**src/rtl/shiftq_ctrl.sv**
```systemverilog
// Sequencing controller for a DEPTH-stage shift-register queue: per-stage enable/select,
// occupancy tracking, push/pop handshakes, flush and high-watermark.

module shiftq_stage #(
  parameter int DEPTH = 8,
  parameter int CW    = 4,
  parameter int IDX   = 0
) (
  input  logic [CW-1:0] count,
  input  logic          push_fire,
  input  logic          pop_fire,
  output logic          enb,
  output logic          sel
);
  localparam logic [CW-1:0] POS  = CW'(IDX);
  localparam logic [CW-1:0] POS1 = CW'(IDX + 1);

  logic shift, load;

  // On a simultaneous push/pop the new word lands one slot lower, behind the shifted tail.
  always_comb begin
    shift = pop_fire && (POS1 < count);
    load  = push_fire && (pop_fire ? (POS1 == count) : (POS == count));
    enb   = shift | load;
    sel   = load;
  end
endmodule

module shiftq_ctrl #(
  parameter  int DEPTH = 8,
  localparam int CW    = $clog2(DEPTH + 1)
) (
  input  logic             clk,
  input  logic             rst,
  input  logic             push_valid,
  output logic             push_ready,
  input  logic             pop_req,
  output logic             pop_valid,
  input  logic             flush,
  output logic [DEPTH-1:0] enb,
  output logic [DEPTH-1:0] sel,
  output logic [CW-1:0]    count,
  output logic             full,
  output logic             empty,
  output logic [CW-1:0]    hwm
);
  logic          pop_fire, push_fire;
  logic [CW-1:0] cnt_nxt;

  assign full       = (count == CW'(DEPTH));
  assign empty      = (count == '0);
  assign pop_valid  = !empty && !flush && !rst;
  assign pop_fire   = pop_req && pop_valid;
  assign push_ready = (!full || pop_fire) && !flush && !rst;
  assign push_fire  = push_valid && push_ready;

  genvar i;
  generate
    for (i = 0; i < DEPTH; i++) begin : g_stage
      shiftq_stage #(.DEPTH(DEPTH), .CW(CW), .IDX(i)) u_stage (
        .count     (count),
        .push_fire (push_fire),
        .pop_fire  (pop_fire),
        .enb       (enb[i]),
        .sel       (sel[i])
      );
    end
  endgenerate

  always_comb begin
    cnt_nxt = count;
    case ({push_fire, pop_fire})
      2'b10:   cnt_nxt = count + 1'b1;
      2'b01:   cnt_nxt = count - 1'b1;
      default: cnt_nxt = count;
    endcase
  end

  always_ff @(posedge clk) begin
    if (rst || flush) begin
      count <= '0;
      hwm   <= '0;
    end else begin
      count <= cnt_nxt;
      hwm   <= (cnt_nxt > hwm) ? cnt_nxt : hwm;
    end
  end
endmodule

```
**config.mk**
```make
export PLATFORM = sky130hd
export DESIGN_NAME = shiftq_ctrl
export DESIGN_NICKNAME = d
export VERILOG_FILES = /design/src/rtl/shiftq_ctrl.sv
export SDC_FILE = /design/constraint.sdc
export NUM_CORES = 1
export LEC_CHECK = 0
export CORE_UTILIZATION = 31
export CTS_CLUSTER_DIAMETER = 30
export DETAILED_ROUTE_END_ITERATION = 12
export PLACE_DENSITY = 0.63
export SLEW_MARGIN = 40
export SYNTH_ARGS = -nofsm -noshare
export SYNTH_HDL_FRONTEND = slang
export SYNTH_SLANG_ARGS = --single-unit
export TNS_END_PERCENT = 10
```
**constraint.sdc**
```tcl
create_clock -name clk -period 11.1 [get_ports clk]
set_input_delay 2.775 -clock clk [delete_from_list [all_inputs] [get_ports clk]]
set_output_delay 2.775 -clock clk [all_outputs]
set_load 0.01 [all_outputs]
```
# After elaboration in Yosys (flattened, before gate mapping)
# Cells that the tools add are included.
# W data, S select, Z words.
[word_totals] reg_bits=8 inputBits=5 output_inout_bits=28 word_cells=70
[classes] n_addsub=2 n_lt_le_gt_ge=9 eq_ne=11 mux=9 bitwise=8 reduce_logical=29
[op_table] operator="$logic_and A1 B1 Y1" count=22
[op_table] operator="$eq A3 B4 Y1 const A" count=4
[op_table] operator="$lt A3 B4 Y1 const A" count=4
[op_table] operator="$eq A2 B4 Y1 const A" count=2
[op_table] operator="$lt A2 B4 Y1 const A" count=2
[op_table] operator="$mux W1" count=8
[op_table] operator="$or A1 B1 Y1" count=8
[op_table] operator="$pmux W4 S2" count=1
[op_table] operator="$add A4 B1 Y4 const B" count=1
[op_table] operator="$eq A1 B4 Y1 const A" count=1
[op_table] operator="$eq A4 B4 Y1 const A" count=1
[op_table] operator="$eq A4 B4 Y1 const B" count=1
[op_table] operator="$gt A4 B4 Y1" count=1
[op_table] operator="$logic_not A1 Y1" count=4
[op_table] operator="$logic_not A4 Y1" count=1
[op_table] operator="$lt A1 B4 Y1 const A" count=1
[op_table] operator="$lt A4 B4 Y1 const A" count=1
[op_table] operator="$sub A4 B1 Y4 const B" count=1
[op_table] operator="$eq A2 B1 Y1 const B" count=1
[op_table] operator="$eq A2 B2 Y1 const B" count=1
[op_table] operator="$logic_or A1 B1 Y1" count=2

# Longest topological paths before layout
[logic_depth] ltp_word=12 mapped_depth=17 depth_no_buf=15

# Cells and area by module
# A second synthesis with hierarchy kept.
[unflattened] hier_cells=123 hier_area_um2=968.4
[modules_own_cells] module="shiftq_ctrl" n_inst=1 cells_per_inst=64 area_per_inst_um2=544.3 seq_area_each_um2=160.2
[modules_own_cells] module="shiftq_stage at g_stage[2].u_stage ..." n_inst=2 cells_per_inst=7 area_per_inst_um2=48.8 seq_area_each_um2=0.0
[modules_own_cells] module="shiftq_stage at g_stage[3].u_stage" n_inst=1 cells_per_inst=9 area_per_inst_um2=68.8 seq_area_each_um2=0.0
[modules_own_cells] module="shiftq_stage at g_stage[7].u_stage" n_inst=1 cells_per_inst=8 area_per_inst_um2=60.1 seq_area_each_um2=0.0
[modules_own_cells] module="shiftq_stage at g_stage[1].u_stage" n_inst=1 cells_per_inst=8 area_per_inst_um2=58.8 seq_area_each_um2=0.0
[modules_own_cells] module="shiftq_stage at g_stage[4].u_stage" n_inst=1 cells_per_inst=7 area_per_inst_um2=51.3 seq_area_each_um2=0.0
[modules_own_cells] module="shiftq_stage at g_stage[0].u_stage" n_inst=1 cells_per_inst=6 area_per_inst_um2=46.3 seq_area_each_um2=0.0
[modules_own_cells] module="shiftq_stage at g_stage[6].u_stage" n_inst=1 cells_per_inst=7 area_per_inst_um2=41.3 seq_area_each_um2=0.0

# Least setup slack after synthesis
# No wires, ideal clock.
[synth_path] path_type="input port to output port" startpoint="in rst" endpoint="out sel[4]" arrival_ns=3.979 required_time_ns=8.325 setup_slack_ns=4.346 path_stages=7 path_buffers=3 path_cell_list="or2_0 clkbuf_1 a21oi_2 nand2_2 buf_2 nor3_1 buf_4"
[synth_between] elab_chain_cells=8 elab_cells_between_ends=9 cone_classes="1 x mux; 8 x reduce/logical"
[synth_lines] element="start, declared" line="34" source="input logic rst,"
[synth_lines] element="$logic_not A1 Y1 *" line="52, 54"
[synth_lines] element="$logic_and A1 B1 Y1" line="52" source="assign pop_valid = !empty && !flush && !rst;"
[synth_lines] element="$logic_and A1 B1 Y1" line="53" source="assign pop_fire = pop_req && pop_valid;"
[synth_lines] element="$logic_or A1 B1 Y1" line="54" source="assign push_ready = (!full || pop_fire) && !flush && !rst;"
[synth_lines] element="$logic_and A1 B1 Y1" line="54"
[synth_lines] element="$logic_and A1 B1 Y1 *" line="54"
[synth_lines] element="named net push_ready" line="36" source="output logic push_ready,"
[synth_lines] element="$logic_and A1 B1 Y1 *" line="55" source="assign push_fire = push_valid && push_ready;"
[synth_lines] element="$logic_and A1 B1 Y1 *" line="23" source="load = push_fire && (pop_fire ? (POS1 == count) : (POS == count));"
[synth_lines] element="end, declared" line="41" source="output logic [DEPTH-1:0] sel,"
# The timed path passes the listed nets; every way through them passes the cells marked *.

# Worst setup path after layout
[layout_path] startpoint="in rst" endpoint="out enb[4]"
[layout_between] elab_chain_cells=9 elab_cells_between_ends=11 cone_classes="1 x mux; 1 x bitwise; 9 x reduce/logical"
[layout_lines] element="$logic_not A1 Y1 *" line="52, 54"
[layout_lines] element="$logic_and A1 B1 Y1" line="52"
[layout_lines] element="$logic_and A1 B1 Y1" line="53"
[layout_lines] element="$logic_or A1 B1 Y1" line="54"
[layout_lines] element="$logic_and A1 B1 Y1 (2 in series)" line="54"
[layout_lines] element="$logic_and A1 B1 Y1" line="55"
[layout_lines] element="$logic_and A1 B1 Y1" line="23"
[layout_lines] element="$or A1 B1 Y1 *" line="24" source="enb = shift | load;"
[layout_lines] element="end, declared" line="40" source="output logic [DEPTH-1:0] enb,"
# Mark *: on every way between the ends. The rest lies on a longest branch, timed or not.

==> results.yml <==
sta:
  drv_slew: 0
  skew_ns: 0.0008332
  clock.fmax_ghz: 0.1291
  finalCritPeriodShare: 0.6981
  worstMarginPinSlew_ns: 0.5463
  rsz0062_at_grt: "false"
  fin_setup_tns_ns: 0
  finalCriticalPeriod_ns: 7.749
  finalSetupViolCount: 0
  hold-worst-slack_ns: 0.4761
  max-slew-margin-rel: 0.6353
  hold_viol_final: 0
yosys:
  yosysSeqAreaShare: 0.1483
  avgSynthCellArea_sq_um: 7.296
  synthesis.area_sq_um: 1080
  synth_top_area_frac: 0.1483
  ys_ff_latch: 8
  synth_commonest_cells: "buf_4, inv_1, nand2_1, nor2_1, a21oi_1"
  yosys.area.top_type: "dfxtp_1"
  yosys-top-cells-area: "dfxtp_1, buf_4, ha_1"
  synth_ff_type: "dfxtp_1"
  synth_most_common_cell: "buf_4"
  yosys_warnings: 0
  async_flop_share: 0
  synth_edf_count: 0
  synthDistinctLibCells: 47
  syn_nets: 163
  synth_cells: 148
global_route:
  antenna_found_initial: 0
  grt_first_pass_wirelength_mm: 3.726
  grt_usage: 0.1320
  gr-total-overflow: 0
  grt_pass1_vias: 840
  grt_max_degree: 19
placement:
  dpl.hpwl_mm: 1.843
  gp_congestion: 0.8184
  port_buffers: 32
  placed_area_sq_um: 1290
final_layout:
  n_antenna_cell: 0
  drive_above_1_share: 0.07547
  fin_nets: 176
  final_cell_area_sq_um: 1313
  area_growth_pct: 21.55
floorplan:
  die_area_sq_um: 3723
  core_area_sq_um: 3337
  io_pins: 33
  die_width_um: 61.02
  die_y_um: 61.02
  initial_utilization: 0.3236
  rows: 21
power_and_ir_drop:
  pwr-share-seq: 0.495
  leakage_nw: 0.4885
  clockPowerShare: 0.354
  p_comb_frac: 0.151
  switchingPower_mw: 0.01344
  total_power_mw: 0.05900
  p_int_mw: 0.04556
  p_sw_frac: 0.2278
  powerDensity_nw_per_um2: 44.95
  irDropWorstVdd_mv: 0.05263
setup_path:
  rr_startpoint: "count[0]"
  crit_path_start: "rst"
  worstPathMaxFanout: 16
  cp_slowest_cell: "clkdlybuf4s50_1"
  worstPathCellList: "clkdlybuf4s50_1 -> or2_0 -> a21oi_2 -> nand2_2 -> o32ai_1 -> clkdlybuf4s50_1"
  cp_num_buf_inv: 2
  crit_path_frequent_cell: "clkdlybuf4s50_1"
  path_class: "in -> out"
  endpoint_kind: "output port"
  cp_slowest_stage_delay_ns: 0.58
  required_ns: 8.33
  cp.arrival_ns: 4.97
  start_kind: "input pin"
  critical_path.top_delay_family: "buffers and inverters"
clock_tree:
  post-cts-setup-buffers: 0
  cts_hold_buf: 0
  cts_num_sinks: 8
  cts_resized: 0
  cts_tree: "built"
  clk_latency_ns: 0.25
  cts_buffers: 3
  clk_pin_slew_worst_paths_ns: 0.05
  h-tree-depth: 1
  clock-root-buffer: "clkbuf_4"
  cts_buffer_depth: 2
run:
  cap_violations: 0
hold_path:
  min-delay-path-class: "reg -> reg"
  hp-start: "hwm[1]"
routing:
  viasPerCell: 5.000
  drt_iter0_drc: 35
  wl_per_cell_um: 11.52
  wirelength_mm: 2.361
  ant_nets: 0
  num_vias: 1025
  drc: 0
  dr.pass1.iters: 4
outcome:
  outcome: "completed"
[worst reg2reg max path, stage by stage (launching register included)]
cell and delay [ns]:
dfxtp_1 0.48, inv_1 0.13, ha_1 0.27, and3b_1 0.23, a21oi_2 0.20, nand2_2 0.22, ha_1 0.50, nor3b_1 0.09
a221o_1 0.34, a311oi_1 0.41, inv_1 0.09, ha_1 0.30, a41oi_1 0.32, and2_0 0.32, mux2_2 0.37
[cells in the final DEF (no fill, tap or decap), types with 2 or more instances in the layout]
cell type	instances
a211oi_1	3
a21oi_1	12
a22oi_1	3
clkbuf_4	3
clkdlybuf4s50_1	32
dfxtp_1	8
ha_1	10
inv_1	13
mux2i_1	4
nand2_1	13
nand2b_1	2
nand3_1	3
nor2_1	13
nor3_1	3
o21a_1	2
o21ai_0	3
o22ai_1	4
[power groups by stage]
stage	Sequential (mW)	Combinational, mW	Clock, mW
6_report	0.0292	0.00892	0.0209
5_1_grt	0.0291	0.00985	0.0241
4_1_cts	0.0292	0.00902	0.0221
3_5_place_dp	0.0297	0.00897	0
3_3_place_gp	0.0297	0.00885	0
2_1_floorplan	0.0298	0.00542	0
[state kept, by name (all words and copies together), names as in the netlist]
register  cells
count         4
hwm           4
[cells by family after synthesis]
| logic type | share of synthesized area |
|---|---|
| simple gates | 0.2410 |
| compound gates | 0.2433 |
| buf+inv | 0.2039 |
| fa+ha+maj | 0.1159 |
| flops | 0.1483 |
| mux | 0.04751 |
[per-layer routing]
layer,wire [um],GRT usage,up-vias
met1,1134,0.1814,470
met3,102,0.03151,0
met2,1125,0.2143,29
met4,0,0.01948,0
met5,0,0,-
li1,-,-,526
[stage by stage]
| stage | util | cells | worst slack, ns |
|---|---|---|---|
| after floorplan | - | 148 | 4.346 |
| after global placement | 0.3866 | 202 | 3.380 |
| after detailed placement | 0.3866 | 202 | 3.315 |
| after CTS | 0.3933 | 205 | 3.316 |
| after global routing | 0.3933 | 205 | 3.204 |
| final | 0.3933 | 205 | 3.351 |
[cell type report]
type                            instances  area [sq um]
Clock buffer                            3         22.52
Fill cell                             359          2024
Inverter                               14         52.55
Multi-Input combinational cell        102         699.4
Sequential cell                         8         160.2
Tap cell                               46         57.56
Timing Repair Buffer                   32         320.3
[final timing paths]
| check | to | slack, ns | cells after the start |
|---|---|---|---|
| worst max-delay path | enb[4] | 3.35 | 6 |
| worst min-delay path | hwm[1] | 0.48 | 2 |
| worst max register to register | hwm[0] | 6.71 | 14 |
| worst min register to register | hwm[1] | 0.48 | 2 |
Power figures use the tool's default switching activity.
==> variant, RTL diff (config.mk and constraints unchanged) <==
`DEPTH` is set to 8 in 2 places; all go to 16.
--- a/src/rtl/shiftq_ctrl.sv
+++ b/src/rtl/shiftq_ctrl.sv
@@ -2,7 +2,7 @@
 // occupancy tracking, push/pop handshakes, flush and high-watermark.
 
 module shiftq_stage #(
-  parameter int DEPTH = 8,
+  parameter int DEPTH = 16,
   parameter int CW    = 4,
   parameter int IDX   = 0
 ) (
@@ -27,7 +27,7 @@
 endmodule
 
 module shiftq_ctrl #(
-  parameter  int DEPTH = 8,
+  parameter  int DEPTH = 16,
   localparam int CW    = $clog2(DEPTH + 1)
 ) (
   input  logic             clk,
Interface: changed (resized count, enb, hwm and sel); port bits go from 33 to 51. No check against the original RTL was run, so the function may have changed too.
==> variant against the unedited design <==
  * Sequential power rose by 24%
  * Synthesized area increased by 59%
  * Sequential share of layout area decreased by 2.3 points
  * Wire length increased by 90%
  * Largest cell class unchanged
  * Sequential cell count grew 2
  * Total power is 41% higher
  * Cell count rose by 56%
  * Worst setup slack got worse by 0.54 ns
  * Critical path type unchanged
  * Design area up 56%
==> variant: results (changes against the unedited design) <==
set qor(n_sequential_cell) 10 ;# +2
set qor(power.ir.vdd_worst_uv) 50.58 ;# -3.9%
set qor(ctsRootBufferMaster) {sky130_fd_sc_hd__clkbuf_8}
set qor(multi_input_area_share_pct) 56.60 ;# +3.3 points
set qor(cts_resized) 0 ;# unchanged
set qor(power.density_cell_area_mw_per_mm2) 40.61 ;# -9.7%
set qor(commonest_cells_post_synth) {33 x sky130_fd_sc_hd__buf_4, 32 x sky130_fd_sc_hd__nor2_1, 14 x sky130_fd_sc_hd__nand2_1}
set qor(multi_input_comb_cells) 174 ;# +71%
set qor(clk-insertion-delay-late_ns) 0.23 ;# -0.02 ns
set qor(sh_seq_area_pct) 9.902 ;# -2.3 points
set qor(yosys-top-cells-area) {sky130_fd_sc_hd__buf_4 14%, sky130_fd_sc_hd__dfxtp_1 12%, sky130_fd_sc_hd__ha_1 8.7%}
set qor(final-nonclk-buf-share_pct) 25.18 ;# +0.78 points
set qor(largest_net_degree_at_the_start_of_global_routing) 33 ;# +14
set qor(worst_slew_margin_rel_pct) 49.92 ;# -14 points
set qor(dp_cells) 317 ;# +57%
set qor(run_status) {finished, final reports clean}
set qor(routed_wire_length_um) 4488 ;# +90%
set qor(viasPerCell) 5.203 ;# +4.1%
set qor(place.port_buffers) 50 ;# +56%
set qor(place.detailed.hpwl_um) 3343 ;# +81%
set qor(grt_use_total_pct) 15.57 ;# +2.4 points
set qor(gp_routability_congestion) 0.8974 ;# +9.7%
set qor(first_global_vias) 1550 ;# +85%
set qor(synth.distinct_cells) 48 ;# +2.1%
set qor(signal_buffers) 52 ;# +63%
set qor(inverters) 11 ;# -3
set qor(area_growth_pct) 18.90
set qor(number_of_fill_cells) 570 ;# +59%
set qor(post-cts-setup-buffers) 0 ;# unchanged
set qor(crit_path_max_fanout) 17 ;# +1
set qor(synth-seq-area-share_pct) 11.63 ;# -3.2 points
set qor(detailedRoute.firstIterationViolations) 173 ;# +390%
set qor(placement.setup.worst_slack_ns) 2.815 ;# -0.4991 ns
set qor(synth.yosys.warnings) 0 ;# unchanged
set qor(crit_path_dat_ns) 5.51 ;# +0.54 ns
set qor(placed_area_mm2) 0.002006 ;# +55%
set qor(synth_nets) 261 ;# +60%
set qor(clock_cell_area_share_pct) 2.017 ;# +0.30 points
set qor(global_route_wire_length_before_repair_um) 7569 ;# +100%
set qor(avgSynthCellArea_um2) 7.056 ;# -3.3%
set qor(layout_cells_sized_above_1_pct) 7.600 ;# +0.053 points
set qor(timing.clock.skew_ns) 0.001312 ;# +0.0004787 ns
set qor(finish.net_count) 269 ;# +53%
set qor(biggestRegsByFlops) {count x5, hwm x5}
set qor(routed-via-count) 1665 ;# +62%
set qor(worst_path_dominant_cell_family) {buffers and inverters}
variant: cell types whose count changed in the layout (fill, tap and decap cells not counted), moves of 6 or more:
cell                              delta
sky130_fd_sc_hd__and2_1              +6
sky130_fd_sc_hd__clkdlybuf4s50_1    +18
sky130_fd_sc_hd__nor2_1             +19
sky130_fd_sc_hd__nor3_1              +7
sky130_fd_sc_hd__mux2i_1             +7
variant: where the power goes:
part           switching (W)  leakage, nW  internal, W   total, W
Sequential       0.000000115       0.0816    0.0000361  0.0000362
Clock              0.0000131       0.0216    0.0000236  0.0000367
Combinational     0.00000597        0.627   0.00000424  0.0000102
variant: cells by family (layout without fill, tap and decap cells):
| logic type | count (synthesis) | count (layout) | synth area share, % |
|---|---|---|---|
| and+or+nand+nor | 95 | 95 | 29.80 |
| buffers and inverters | 60 | 66 | 21.08 |
| AOI/OAI and AO/OA | 53 | 53 | 20.42 |
| muxes | 14 | 14 | 8.358 |
| adders and majority gates | 12 | 12 | 8.721 |
| DFF | 10 | 10 | 11.63 |
variant: path summary, 6_finish.rpt:
path / from / end / slack, ns / cells past startpoint
worst max-delay path: pop_req / enb[10] / 2.81 / 8
worst min register to register: hwm[0] / hwm[0] / 0.52 / 2
worst min-delay path: hwm[0] / hwm[0] / 0.52 / 2
worst max register to register: count[1] / hwm[4] / 6.50 / 15
variant: worst register-to-register path, delay by kind of cell (launching register included):
family	cells	cell delay, ns
buffers and inverters	2	0.41
adder cells (fa/ha/maj)	3	1.11
multiplexers	2	0.55
AND/OR/NAND/NOR	4	0.49
flip-flops	1	0.79
AO/OA/AOI/OAI	4	1.13
variant: routing by layer:
| layer | share of wire (%) | GRT usage [%] |
|---|---|---|
| met3 | 3.7 | 2.275 |
| met5 | 0 | 0 |
| met2 | 48 | 28.02 |
| met1 | 47 | 19.64 |
| met4 | 1.1 | 2.692 |
